$ cat src/rtl/if_fetch_pkg.sv
// Instruction-fetch stage shared types.
// State encoding and default widths.
package if_fetch_pkg;
  localparam int ADDR_W_D   = 32;
  localparam int INST_W_D   = 32;
  localparam int STALL_IF_D = 1;

  typedef enum logic [1:0] {
    IF_IDLE = 2'd0,
    IF_BUSY = 2'd1,
    IF_KILL = 2'd2,
    IF_HOLD = 2'd3
  } if_state_e;
endpackage

$ cat src/rtl/if_fetch_hold_buf.sv
// One-entry buffer parking a fetched word
// while the IF stage is stalled downstream.
module if_fetch_hold_buf #(
  parameter int ADDR_W = 32,
  parameter int INST_W = 32
) (
  input  logic              clk,
  input  logic              rst,
  input  logic              i_load,
  input  logic              i_clr,
  input  logic              i_rel,
  input  logic [INST_W-1:0] i_inst,
  input  logic [ADDR_W-1:0] i_pc,
  output logic [INST_W-1:0] o_inst,
  output logic [ADDR_W-1:0] o_pc,
  output logic              o_valid
);
  logic [INST_W-1:0] r_inst;
  logic [ADDR_W-1:0] r_pc;
  logic              r_valid;

  always_ff @(posedge clk) begin
    if (rst) begin
      r_inst  <= '0;
      r_pc    <= '0;
      r_valid <= 1'b0;
    end else if (i_load) begin
      r_inst  <= i_inst;
      r_pc    <= i_pc;
      r_valid <= 1'b1;
    end else if (i_clr || i_rel) begin
      r_valid <= 1'b0;
    end
  end

  assign o_inst  = r_inst;
  assign o_pc    = r_pc;
  assign o_valid = r_valid;
endmodule

$ cat src/rtl/if_fetch.sv
// IF stage: single-outstanding imem fetch with
// branch squash and downstream-stall hold.
module if_fetch
  import if_fetch_pkg::*;
#(
  parameter int ADDR_W   = ADDR_W_D,
  parameter int INST_W   = INST_W_D,
  parameter int STALL_IF = STALL_IF_D
) (
  input  logic              clk,
  input  logic              rst,
  input  logic [5:0]        stall,
  input  logic              br,
  input  logic [ADDR_W-1:0] pc_i,
  input  logic              right_one_i,
  output logic              mem_req_o,
  output logic [ADDR_W-1:0] mem_addr_o,
  input  logic              mem_ack_i,
  input  logic [INST_W-1:0] mem_rdata_i,
  output logic              stallreq_o,
  output logic [INST_W-1:0] inst_o,
  output logic [ADDR_W-1:0] inst_pc_o,
  output logic              inst_valid_o
);
  if_state_e         r_state;
  if_state_e         w_next;
  logic              r_wait_tgt;
  logic [ADDR_W-1:0] r_addr;
  logic [INST_W-1:0] r_inst;
  logic [ADDR_W-1:0] r_inst_pc;
  logic              r_valid;

  logic              w_st;
  logic              w_busy;
  logic              w_latch;
  logic              w_ack_ok;
  logic              w_load;
  logic              w_rel;
  logic              w_clr;
  logic              w_dlv;
  logic [INST_W-1:0] w_dword;
  logic [ADDR_W-1:0] w_dpc;
  logic [INST_W-1:0] w_hb_inst;
  logic [ADDR_W-1:0] w_hb_pc;
  logic              w_hb_valid;

  assign w_st     = stall[STALL_IF];
  assign w_busy   = (r_state == IF_BUSY);
  assign w_latch  = (r_state == IF_IDLE) && !br &&
                    (!r_wait_tgt || right_one_i);
  assign w_ack_ok = w_busy && mem_ack_i && !br;
  assign w_load   = w_ack_ok && w_st;
  assign w_rel    = w_hb_valid && !br && !w_st;
  assign w_clr    = w_hb_valid && br;
  assign w_dlv    = (w_ack_ok && !w_st) || w_rel;
  assign w_dword  = w_hb_valid ? w_hb_inst : mem_rdata_i;
  assign w_dpc    = w_hb_valid ? w_hb_pc : r_addr;

  if_fetch_hold_buf #(
    .ADDR_W(ADDR_W),
    .INST_W(INST_W)
  ) u_hold (
    .clk    (clk),
    .rst    (rst),
    .i_load (w_load),
    .i_clr  (w_clr),
    .i_rel  (w_rel),
    .i_inst (mem_rdata_i),
    .i_pc   (r_addr),
    .o_inst (w_hb_inst),
    .o_pc   (w_hb_pc),
    .o_valid(w_hb_valid)
  );

  always_comb begin
    w_next = r_state;
    unique case (r_state)
      IF_IDLE: if (w_latch) w_next = IF_BUSY;
      IF_BUSY: begin
        if (mem_ack_i)
          w_next = (!br && w_st) ? IF_HOLD : IF_IDLE;
        else if (br)
          w_next = IF_KILL;
      end
      IF_KILL: if (mem_ack_i) w_next = IF_IDLE;
      IF_HOLD: if (br || !w_st) w_next = IF_IDLE;
      default: w_next = IF_IDLE;
    endcase
  end

  always_ff @(posedge clk) begin
    if (rst) begin
      r_state    <= IF_IDLE;
      r_wait_tgt <= 1'b0;
      r_addr     <= '0;
      r_inst     <= '0;
      r_inst_pc  <= '0;
      r_valid    <= 1'b0;
    end else begin
      r_state <= w_next;
      if (w_latch)
        r_addr <= pc_i;
      // stale PCs after a redirect are ignored until the target shows up
      if (br)
        r_wait_tgt <= 1'b1;
      else if (w_latch)
        r_wait_tgt <= 1'b0;
      if (br) begin
        r_valid <= 1'b0;
      end else if (!w_st) begin
        r_valid <= w_dlv;
        if (w_dlv) begin
          r_inst    <= w_dword;
          r_inst_pc <= w_dpc;
        end
      end
    end
  end

  assign mem_req_o    = w_busy || (r_state == IF_KILL);
  assign mem_addr_o   = r_addr;
  assign stallreq_o   = (w_busy && !mem_ack_i) ||
                        (r_state == IF_KILL) ||
                        (r_state == IF_HOLD);
  assign inst_o       = r_inst;
  assign inst_pc_o    = r_inst_pc;
  assign inst_valid_o = r_valid;
endmodule

$ cat config.mk
export PLATFORM = sky130hd
export DESIGN_NAME = if_fetch
export DESIGN_NICKNAME = d
export VERILOG_FILES = /design/src/rtl/if_fetch_pkg.sv /design/src/rtl/if_fetch_hold_buf.sv /design/src/rtl/if_fetch.sv
export SDC_FILE = /design/constraint.sdc
export NUM_CORES = 1
export LEC_CHECK = 0
export ABC_AREA = 1
export CAP_MARGIN = 20
export CORE_MARGIN = 2
export CORE_UTILIZATION = 25
export DETAILED_ROUTE_END_ITERATION = 6
export HOLD_SLACK_MARGIN = 0.03
export PLACE_DENSITY = 0.52
export SLEW_MARGIN = 5
export SYNTH_ARGS = -nofsm -noshare
export SYNTH_HDL_FRONTEND = slang
export SYNTH_HIERARCHICAL = 1
export SYNTH_SLANG_ARGS = --single-unit
$ cat constraint.sdc
create_clock -name clk -period 2.12 [get_ports clk]
set_input_delay 0.318 -clock clk [delete_from_list [all_inputs] [get_ports clk]]
set_output_delay 0.318 -clock clk [all_outputs]
set_load 0.01 [all_outputs]
==> key figures, run 1 <==
Placement
  – Hpwl dp: approximately 12000 microns
  – RePlAce Congestion: around 0.74
  – IO Port Bufs: 168

Final layout
  – Fillers: around 2800
  – Layout cell share with drive strength beyond 1: about 7.2%
  – Diodes inserted: 0
  – Layout area overhead: 36.8%
  – Utilization after layout: 34.8%
  – Most frequent cells in the layout: nand2_1, clkdlybuf4s50_1, dfxtp_1
  – FF+latch area: 0.00331 sq mm
  – Area occupied by multi-input gates: 0.00281 sq mm
  – Net count, final: between 1000 and 1500
  – Commonest non-fill, non-tap cell in the layout: nand2_1

Synth
  – Sequential-to-total area share from yosys stat: 48.2%
  – Syn avg cell area: between 7 and 8 sq um
  – Largest area contributor in the netlist: dfxtp_1
  – Synthesized Nets: 1010
  – Post-Synthesis Cells: 930
  – Yosys reg bits: around 170
  – Synth warnings: 6
  – Post-synth design cell area: 0.00685 sq mm
  – Share of the synthesized area in the top cell type: about half
  – Top cells by area, synth: dfxtp_1, nand2_1, o21ai_0, nor2_1, a21oi_1
  – Cell variety after synth: 21

Detailed routing
  – Met3 Wirelength: 747 microns
  – WL/cell: 14.0 microns
  – Vias per cell: approximately 4.4
  – Vias: between 6000 and 7000
  – Wire length on met1: 9870 microns
  – DRC: 0
  – 1st-iter DRT viols: 301
  – Uppermost layer routed: met4
  – DR pass1 iterations: 5
  – Met2 wire len: 9020 microns
  – Routed WL: 19900 microns
  – Antenna Nets Post-Route: 0

STA
  – Final hold vios: 0
  – Setup TNS: 0 ns
  – Period utilization: 93.9%
  – Slew Viols, Final: 0
  – RSZ-0062 raised after global routing: no
  – Endpoints failing setup: 0
  – Least-Margin Pin Slew: 0.498 ns
  – Worst clock skew: 0.0126 ns
  – Crit path time final: approximately 2.0 ns
  – Max Clk Rate: 502 MHz
  – Rel. slew slack: roughly 67%

Critical path
  – CP Launch Type: register
  – Bufs and invs on worst path: 2
  – Critical path's slowest cell: clkdlybuf4s50_1
  – Worst Setup End Kind: primary output
  – Crit path arrival time: 1.67 ns
  – Delay of the slowest critical-path stage: between 0.5 and 0.6 ns
  – Critical Path, Cell by Cell: inv_1 -> ha_1 -> clkdlybuf4s50_1
  – Worst Path Required: 1.80 ns
  – Max FO, Critical Path: 4
  – Critical path type: reg2out
  – Largest delay share family, worst path: buffers and inverters

Clock tree
  – Sinks on Clock Net: 165
  – Root buf cell: clkbuf_16
  – Worst skew pair latency: about 0.42 ns
  – Longest Clk Path Bufs: 2
  – Clock slew at reported path FFs: 0.07 ns
  – CTS tree: yes
  – Hold buffer count at cts: 0
  – Total CTS buffers: 17
  – Htree depth: 4

Status
  – Run status: complete, no violations

GRT
  – Number of global-route vias before repair: 5628
  – First-pass GRT wire length: roughly 31000 microns
  – Largest net degree at the start of global routing: slightly below 100
  – Initial antenna violation count: 0
  – Total GRT Usage: 13.8%
  – Global route overflow: 0

Power and ir drop
  – Leakage: around 3.3 nW
  – Cell Pwr Density: around 1000 mW/mm^2
  – Total power: 9.12 mW
  – VDD IR max: 0.456 mV

Floorplanning
  – Core area: 0.0270 sq mm
  – Die H: 170 microns
  – Die width: between 150 and 200 microns
  – Row count: 60
  – Die ar.: between 0.02 and 0.03 sq mm
  – I/O Pins: around 170
  – Initial cell density of the core: 25.4%

Min path
  – HP Class: in2reg

Run
  – Max cap viols: 0
-- report_power, final --
group | leakage [nW] | internal (mW) | switching, mW
clock network | 0.295 | 1.94 | 1.37
registers | 1.34 | 3.44 | 0.226
logic | 1.70 | 1.01 | 1.13
-- metal layers --
layer	global-route usage (%)	up-vias
li1	-	3229
met1	18.9	2842
met2	22.0	120
met3	2.89	14
met4	4.31	0
met5	0	-
-- path summary, 6_finish.rpt --
path / startpoint / endpoint / slack, ns / cells past startpoint
min reg2reg: u_hold/o_inst[31] / u_hold/o_inst[31] / 0.46 / 2
max reg2reg: r_state[1] / inst_o[12] / 0.30 / 8
min: rst / u_hold/o_inst[16] / 0.22 / 2
max: r_state[0] / mem_req_o / 0.13 / 3
-- cells in the mapped netlist --
cell        n
nor2_1    140
a21boi_0    1
clkbuf_2    4
a21oi_2    19
nand3_1     7
buf_2      15
o21ai_0   143
nor3_1      1
inv_1      74
ha_1        5
o21ai_1    17
buf_4      19
dfxtp_1   165
a21oi_1    81
inv_2       5
buf_6      15
nand2_1   204
nand3_2     1
o21ai_2     1
clkbuf_1   12
nand2_2     1
-- worst register-to-register path, stage by stage (launching register included) --
cell     delay (ns)
dfxtp_2        0.36
inv_1          0.08
ha_1           0.24
nand2_2        0.12
inv_2          0.05
o21ai_4        0.17
buf_4          0.46
o21ai_0        0.17
nor2_1         0.11
-- area by class of cell --
class	count	area share, %
inverter	79	3.16
multi-input combinational	621	30.0
clock buffer	20	4.87
clock inverter	12	1.76
tap	341	4.55
sequential	165	35.3
timing repair buffer	183	20.3
-- registers in the layout (all words and copies together), names as in the netlist --
signal	flops
inst_valid_o	1
u_hold/o_valid	1
u_hold/o_pc	32
inst_pc_o	32
r_wait_tgt	1
inst_o	32
mem_addr_o	32
r_state	2
u_hold/o_inst	32
-- cell families (layout without fill, tap and decap cells) --
kind of cell	count (synthesis)	after routing	share of synthesized area (%)
and+or+nand+nor	354	354	19.7
DFF	165	165	48.2
buffers and inverters	144	294	10.9
AOI/OAI and AO/OA	262	262	20.3
adders and majority gates	5	5	0.913
-- what timing repair did --
| item | CTS | global route |
|---|---|---|
| setup endpoints to repair | 1 | 0 |
| resized for setup | 3 | 0 |
| setup buffers | 0 | 0 |
-- through the flow --
stage	std cells	instance area [sq um]	hold WS, ns	setup slack [ns]
after CTS	1421	9370	0.208	0.0866
after global routing	1421	9370	0.227	0.0346
after floorplan	930	6850	0.387	0.643
final	1421	9370	0.215	0.129
after global placement	1389	8750	0.448	0.161
after detailed placement	1389	8750	0.452	0.110
Power figures use the tool's default switching activity.
==> run 2: changes to the inputs <==
Settings changed: CORE_MARGIN 2 to 1, TNS_END_PERCENT from default to 1.
==> key figures, run 2 (synthesis gave the netlist of run 1 again) <==
Status
  – Run status: complete, no violations

Power and ir drop
  – Switch share: 28.7% (-1.2 points)
  – Total power: 9.29 mW (+2.0%)
  – Int Pwr: 6.63 mW (+3.7%)
  – Sequential power share: 39.5% (-0.7 points)
  – Leakage: 3.38 nW (+1.3%)
  – VDD IR max: 0.467 mV (+2.4%)
  – Cell Pwr Density: 986 mW/mm^2 (+1.3%)
  – Combinational share of power: 23.0% (-0.5 points)
  – Net Sw Power: 2.67 mW (-2.2%)
  – Clk network pwr share: 37.5% (+1.2 points)

Critical path
  – Crit path launch: r_state[0]
  – Worst Setup EP: mem_req_o
  – R2r worst-path depth: 9 (+1)
  – Reg2reg start: r_state[1]
  – FF-to-FF setup slack: 0.47 ns (+0.17 ns)
  – Reg2reg end: inst_pc_o[26]
  – CP Launch Type: register
  – Crit path arrival time: 1.66 ns (about the same)
  – Worst Path Required: 1.80 ns (about the same)
  – Critical path type: reg2out
  – Worst Setup End Kind: primary output
  – Max FO, Critical Path: 4 (unchanged)

STA
  – Least-Margin Pin Slew: 0.454 ns (-0.0446 ns)
  – Setup TNS: 0 ns (unchanged)
  – RSZ-0062 raised after global routing: no
  – Max Clk Rate: 505 MHz (+0.55%)
  – Worst clock skew: 0.00751 ns (-0.00507 ns)
  – Period utilization: 93.4% (-0.51 points)
  – Slew Viols, Final: 0 (unchanged)
  – Final WS setup: 0.139 ns (+0.0109 ns)
  – Rel. slew slack: 69.8% (+3.0 points)
  – Final hold vios: 0 (unchanged)
  – Crit path time final: 1.98 ns (-0.0109 ns)
  – Endpoints failing setup: 0 (unchanged)

Final layout
  – Diodes inserted: 0 (unchanged)
  – Commonest non-fill, non-tap cell in the layout: nand2_1
  – Layout area overhead: 37.6%
  – Layout cell share with drive strength beyond 1: 7.31% (+0.093 points)
  – Most frequent cells in the layout: nand2_1, clkdlybuf4s50_1, dfxtp_1
  – Final instance area: 0.00943 sq mm (+0.61%)
  – Net count, final: 1148 (+0.087%)
  – Finished Layout Cells: 1421 (unchanged)

Clock tree
  – CTS tree: yes
  – Sinks on Clock Net: 165 (unchanged)
  – Total CTS buffers: 17 (unchanged)
  – Worst skew pair latency: 0.42 ns (about the same)
  – Htree depth: 4 (unchanged)
  – Hold buffer count at cts: 0 (unchanged)
  – Longest Clk Path Bufs: 2 (unchanged)
  – Root buf cell: clkbuf_16
  – Clock slew at reported path FFs: 0.07 ns (about the same)

Detailed routing
  – Vias: 6169 (-0.58%)
  – Routed WL: 19400 microns (-2.7%)
  – 1st-iter DRT viols: 312 (+3.7%)
  – Antenna Nets Post-Route: 0 (unchanged)
  – DRC: 0 (unchanged)
  – WL/cell: 13.6 microns (-2.7%)
  – Vias per cell: 4.34 (-0.58%)
  – DR pass1 iterations: 6 (+1)

Floorplanning
  – I/O Pins: 174 (unchanged)
  – Die width: 168 microns (-1.2%)
  – Die ar.: 0.0281 sq mm (-2.3%)
  – Initial cell density of the core: 25.4% (unchanged)
  – Core area: 0.0270 sq mm (unchanged)
  – Row count: 60 (unchanged)
  – Die H: 168 microns (-1.2%)

Placement
  – Placed Area: 0.00877 sq mm (+0.23%)
  – IO Port Bufs: 168 (unchanged)
  – Placed Cells: 1390 (+0.072%)
  – Pre-CTS setup slack: 0.227 ns (+0.117 ns)
  – RePlAce Congestion: 0.732 (-0.95%)
  – Hpwl dp: 11700 microns (-3.5%)

GRT
  – Total GRT Usage: 14.1% (+0.23 points)
  – Global route overflow: 0 (unchanged)
  – First-pass GRT wire length: 31200 microns (-0.35%)
  – Initial antenna violation count: 0 (unchanged)
  – Largest net degree at the start of global routing: 70 (-29%)
  – Number of global-route vias before repair: 5830 (+3.6%)

Min path
  – HP Class: in2reg

Run
  – Max cap viols: 0 (unchanged)
## run 2: cell count changes in the layout (fill, tap and decap cells not counted)
| cell | previous run | this run |
|---|---|---|
| inv_6 | 5 | 2 |
| ha_2 | 0 | 1 |
| buf_12 | 9 | 10 |
| inv_4 | 0 | 1 |
| clkinv_4 | 1 | 2 |
| dlygate4sd2_1 | 1 | 0 |
| bufinv_16 | 3 | 5 |
| clkinvlp_4 | 3 | 0 |
| clkinv_2 | 0 | 1 |
| dlymetal6s2s_1 | 0 | 1 |
| ha_1 | 5 | 4 |
## run 2: repair_timing
item	in CTS	in global routing
endpoints found under the hold margin	0	0
gates cloned	0	0
setup endpoints to repair	1	1
gates resized for setup	3	1
buffers inserted	0	0
## run 2: power by group through the flow
stage	registers [mW]	clock network (mW)	logic, mW
3_3_place_gp	3.74	0	2.17
6_report	3.67	3.48	2.14
2_1_floorplan	3.82	0	1.05
3_5_place_dp	3.74	0	2.17
4_1_cts	3.68	3.60	2.18
5_1_grt	3.72	3.73	2.39
## run 2: metrics by stage
stage | utilization (%) | hold WS, ns
4_1_cts | 35.0 | 0.401
3_3_place_gp | 32.5 | 0.448
3_5_place_dp | 32.5 | 0.452
2_1_floorplan | - | 0.387
6_report | 35.0 | 0.413
5_1_grt | 35.0 | 0.425
## run 2: worst min path at each step
stage | endpoint | slack (ns) | cells after the start | from
finish | mem_addr_o[6] | 0.41 | 5 | rst
global route | mem_addr_o[6] | 0.43 | 5 | rst
CTS | inst_o[28] | 0.40 | 5 | rst
detailed placement | u_hold/o_pc[11] | 0.45 | 2 | u_hold/o_pc[11]
global placement | u_hold/o_pc[20] | 0.45 | 2 | u_hold/o_pc[20]
floorplan | inst_valid_o | 0.39 | 1 | rst
## run 2: routing by layer
layer / up-vias / track usage (%) / share of wire [%]
met5: - / 0 / 0
met4: 0 / 5.03 / 1.5
met3: 17 / 2.43 / 2.8
met2: 113 / 23.1 / 47
met1: 2813 / 18.5 / 49
li1: 3226 / - / -
## run 2: worst max-delay path, stage by stage (launching register included)
cell	delay (ns)
dfxtp_2	0.36
inv_1	0.08
ha_1	0.28
clkdlybuf4s50_1	0.53
## run 2: layout make-up
type / instances / area, sq um
multi-input cells: 621 / 2820
clock inverters: 11 / 196
repair buffers: 184 / 1930
clock buffers: 20 / 457
inverters: 79 / 297
flip-flops and latches: 165 / 3310
well taps: 341 / 427
fillers: 2860 / 17500
==> run 3: changes to the inputs <==
Settings changed: GPL_TIMING_DRIVEN from default to 0.
Clock period 2.12 ns to 2.1 ns, I/O delays scaled along.
==> key figures, run 3 (synthesis gave the netlist of run 1 again) <==
Detailed routing
  – Vias: 6329 (+2.6%)
  – Antenna Nets Post-Route: 0 (unchanged)
  – DRC: 0 (unchanged)
  – Routed WL: 21200 microns (+9.5%)
  – DR pass1 iterations: 7 (+1)
  – 1st-iter DRT viols: 379 (+21%)
  – WL/cell: 14.4 microns (+5.8%)
  – Vias per cell: 4.30 (-0.89%)

Critical path
  – R2r worst-path depth: 8 (-1)
  – Crit path arrival time: 1.69 ns (+0.03 ns)
  – Worst Path Required: 1.78 ns (-0.02 ns)
  – Crit. path cell count: 3 (unchanged)
  – Reg2reg start: r_state[1]
  – Worst Setup End Kind: primary output
  – Max FO, Critical Path: 4 (unchanged)
  – Worst Setup EP: mem_req_o
  – Critical Path, Cell by Cell: inv_1 -> ha_1 -> clkdlybuf4s50_1
  – Critical path's slowest cell: clkdlybuf4s50_1
  – Delay of the slowest critical-path stage: 0.53 ns (about the same)
  – Bufs and invs on worst path: 2 (unchanged)
  – Crit path launch: r_state[0]
  – Reg2reg end: u_hold/o_inst[21]
  – CP Launch Type: register
  – FF-to-FF setup slack: 0.45 ns (-0.02 ns)
  – Critical path type: reg2out
  – Largest delay share family, worst path: buffers and inverters

STA
  – Final hold vios: 0 (unchanged)
  – Final WS setup: 0.0957 ns (-0.0438 ns)
  – Period utilization: 95.4%
  – Max Clk Rate: 499 MHz
  – Endpoints failing setup: 0 (unchanged)
  – RSZ-0062 raised after global routing: no
  – Worst clock skew: 0.0110 ns (+0.00349 ns)
  – Rel. slew slack: 62.6% (-7.1 points)
  – Slew Viols, Final: 0 (unchanged)
  – Crit path time final: about 2 ns
  – Least-Margin Pin Slew: 0.561 ns (+0.107 ns)

Floorplanning
  – Die width: 168 microns (unchanged)
  – Row count: 60 (unchanged)
  – I/O Pins: 174 (unchanged)
  – Die ar.: 0.0281 sq mm (unchanged)
  – Core area: 0.0270 sq mm (unchanged)
  – Initial cell density of the core: 25.4% (unchanged)
  – Die H: 168 microns (unchanged)

Min path
  – HP Class: reg2reg
  – Hold path startpoint: u_hold/o_pc[22]
  – Hold depth: 2 (-3)

Final layout
  – Commonest non-fill, non-tap cell in the layout: nand2_1
  – Layout area overhead: 40.6%
  – Finished Layout Cells: 1471 (+3.5%)
  – Diodes inserted: 0 (unchanged)
  – Layout cell share with drive strength beyond 1: 10.2% (+2.9 points)
  – Most frequent cells in the layout: nand2_1, clkdlybuf4s50_1, dfxtp_1
  – Net count, final: 1197 (+4.3%)

Clock tree
  – Htree depth: 4 (unchanged)
  – Sinks on Clock Net: 165 (unchanged)
  – Worst skew pair latency: 0.43 ns (about the same)
  – Clock slew at reported path FFs: 0.07 ns (about the same)
  – Postcts setup bufs: 0 (unchanged)
  – Longest Clk Path Bufs: 2 (unchanged)
  – Root buf cell: clkbuf_16
  – CTS tree: yes
  – Total CTS buffers: 17 (unchanged)

Placement
  – Placed Cells: 1439 (+3.5%)
  – Hpwl dp: 15500 microns (+32%)
  – Pre-CTS setup slack: -0.176 ns (-0.403 ns)
  – RePlAce Congestion: 0.763 (+4.2%)
  – IO Port Bufs: 168 (unchanged)

GRT
  – Total GRT Usage: 15.4% (+1.4 points)
  – Global route overflow: 0 (unchanged)
  – First-pass GRT wire length: 33500 microns (+7.7%)
  – Initial antenna violation count: 0 (unchanged)
  – Number of global-route vias before repair: 6025 (+3.3%)
  – Largest net degree at the start of global routing: 18 (-74%)

Power and ir drop
  – VDD IR max: 0.552 mV (+18%)
  – Leakage: 3.53 nW (+4.3%)
  – Cell Pwr Density: 988 mW/mm^2 (+0.19%)

Status
  – Run status: complete, no violations

Run
  – Max cap viols: 0 (unchanged)
==> run 3: how the worst min path moves through the flow <==
| stage | end |
|---|---|
| floorplan | inst_valid_o |
| CTS | u_hold/o_inst[2] |
| global route | u_hold/o_inst[10] |
| detailed placement | u_hold/o_inst[26] |
| global placement | u_hold/o_inst[31] |
| finish | u_hold/o_pc[22] |
==> run 3: report_power, final <==
part           internal [mW]  switching [mW]  total, mW
clock                   2.06            1.47       3.53
combinational           1.07            1.20       2.27
sequential              3.47           0.240       3.71
total                   6.60            2.91       9.51
==> run 3: layout make-up <==
cell class	instances	area (sq um)
multi-input cells	621	2810
well taps	341	427
plain buffers	65	452
inverters	79	297
fillers	2869	17300
clock buffers	17	425
repair buffers	168	1680
flip-flops and latches	165	3310
clock inverters	15	231
==> run 3: timing repair <==
| item | 4_1_cts | 5_1_grt |
|---|---|---|
| endpoints found under the setup margin | 1 | 0 |
| hold buffers | 0 | 0 |
| gates resized for setup | 5 | 0 |
==> run 3: per-layer routing <==
layer  track usage (%)  routed length, microns  up-vias  part of all wire, %
met3              3.99                    1010       12                  4.8
met4              4.11                     237        0                  1.1
met1              20.1                   10200     2852                   48
li1                  -                       -     3339                    -
met5                 0                       0        -                    0
met2              25.2                    9770      126                   46
==> run 3: stage by stage <==
| step | area [sq um] | setup TNS (ns) | util (%) | hold WS [ns] | power (mW) |
|---|---|---|---|---|---|
| finish | 9630 | 0 | 35.7 | 0.461 | 9.51 |
| global route | 9630 | 0 | 35.7 | 0.471 | 10.0 |
| CTS | 9630 | 0 | 35.7 | 0.457 | 9.65 |
| detailed placement | 8960 | -2.51 | 33.2 | 0.452 | 6.07 |
| global placement | 8960 | -1.93 | 33.2 | 0.447 | 6.05 |
| floorplan | 6850 | 0 | - | 0.384 | 4.91 |
==> run 3: tightest hold or removal path, cell delays in order, from the launching register on <==
cell and delay (ns):
dfxtp_1 0.31, nand2_1 0.06, a21oi_1 0.05
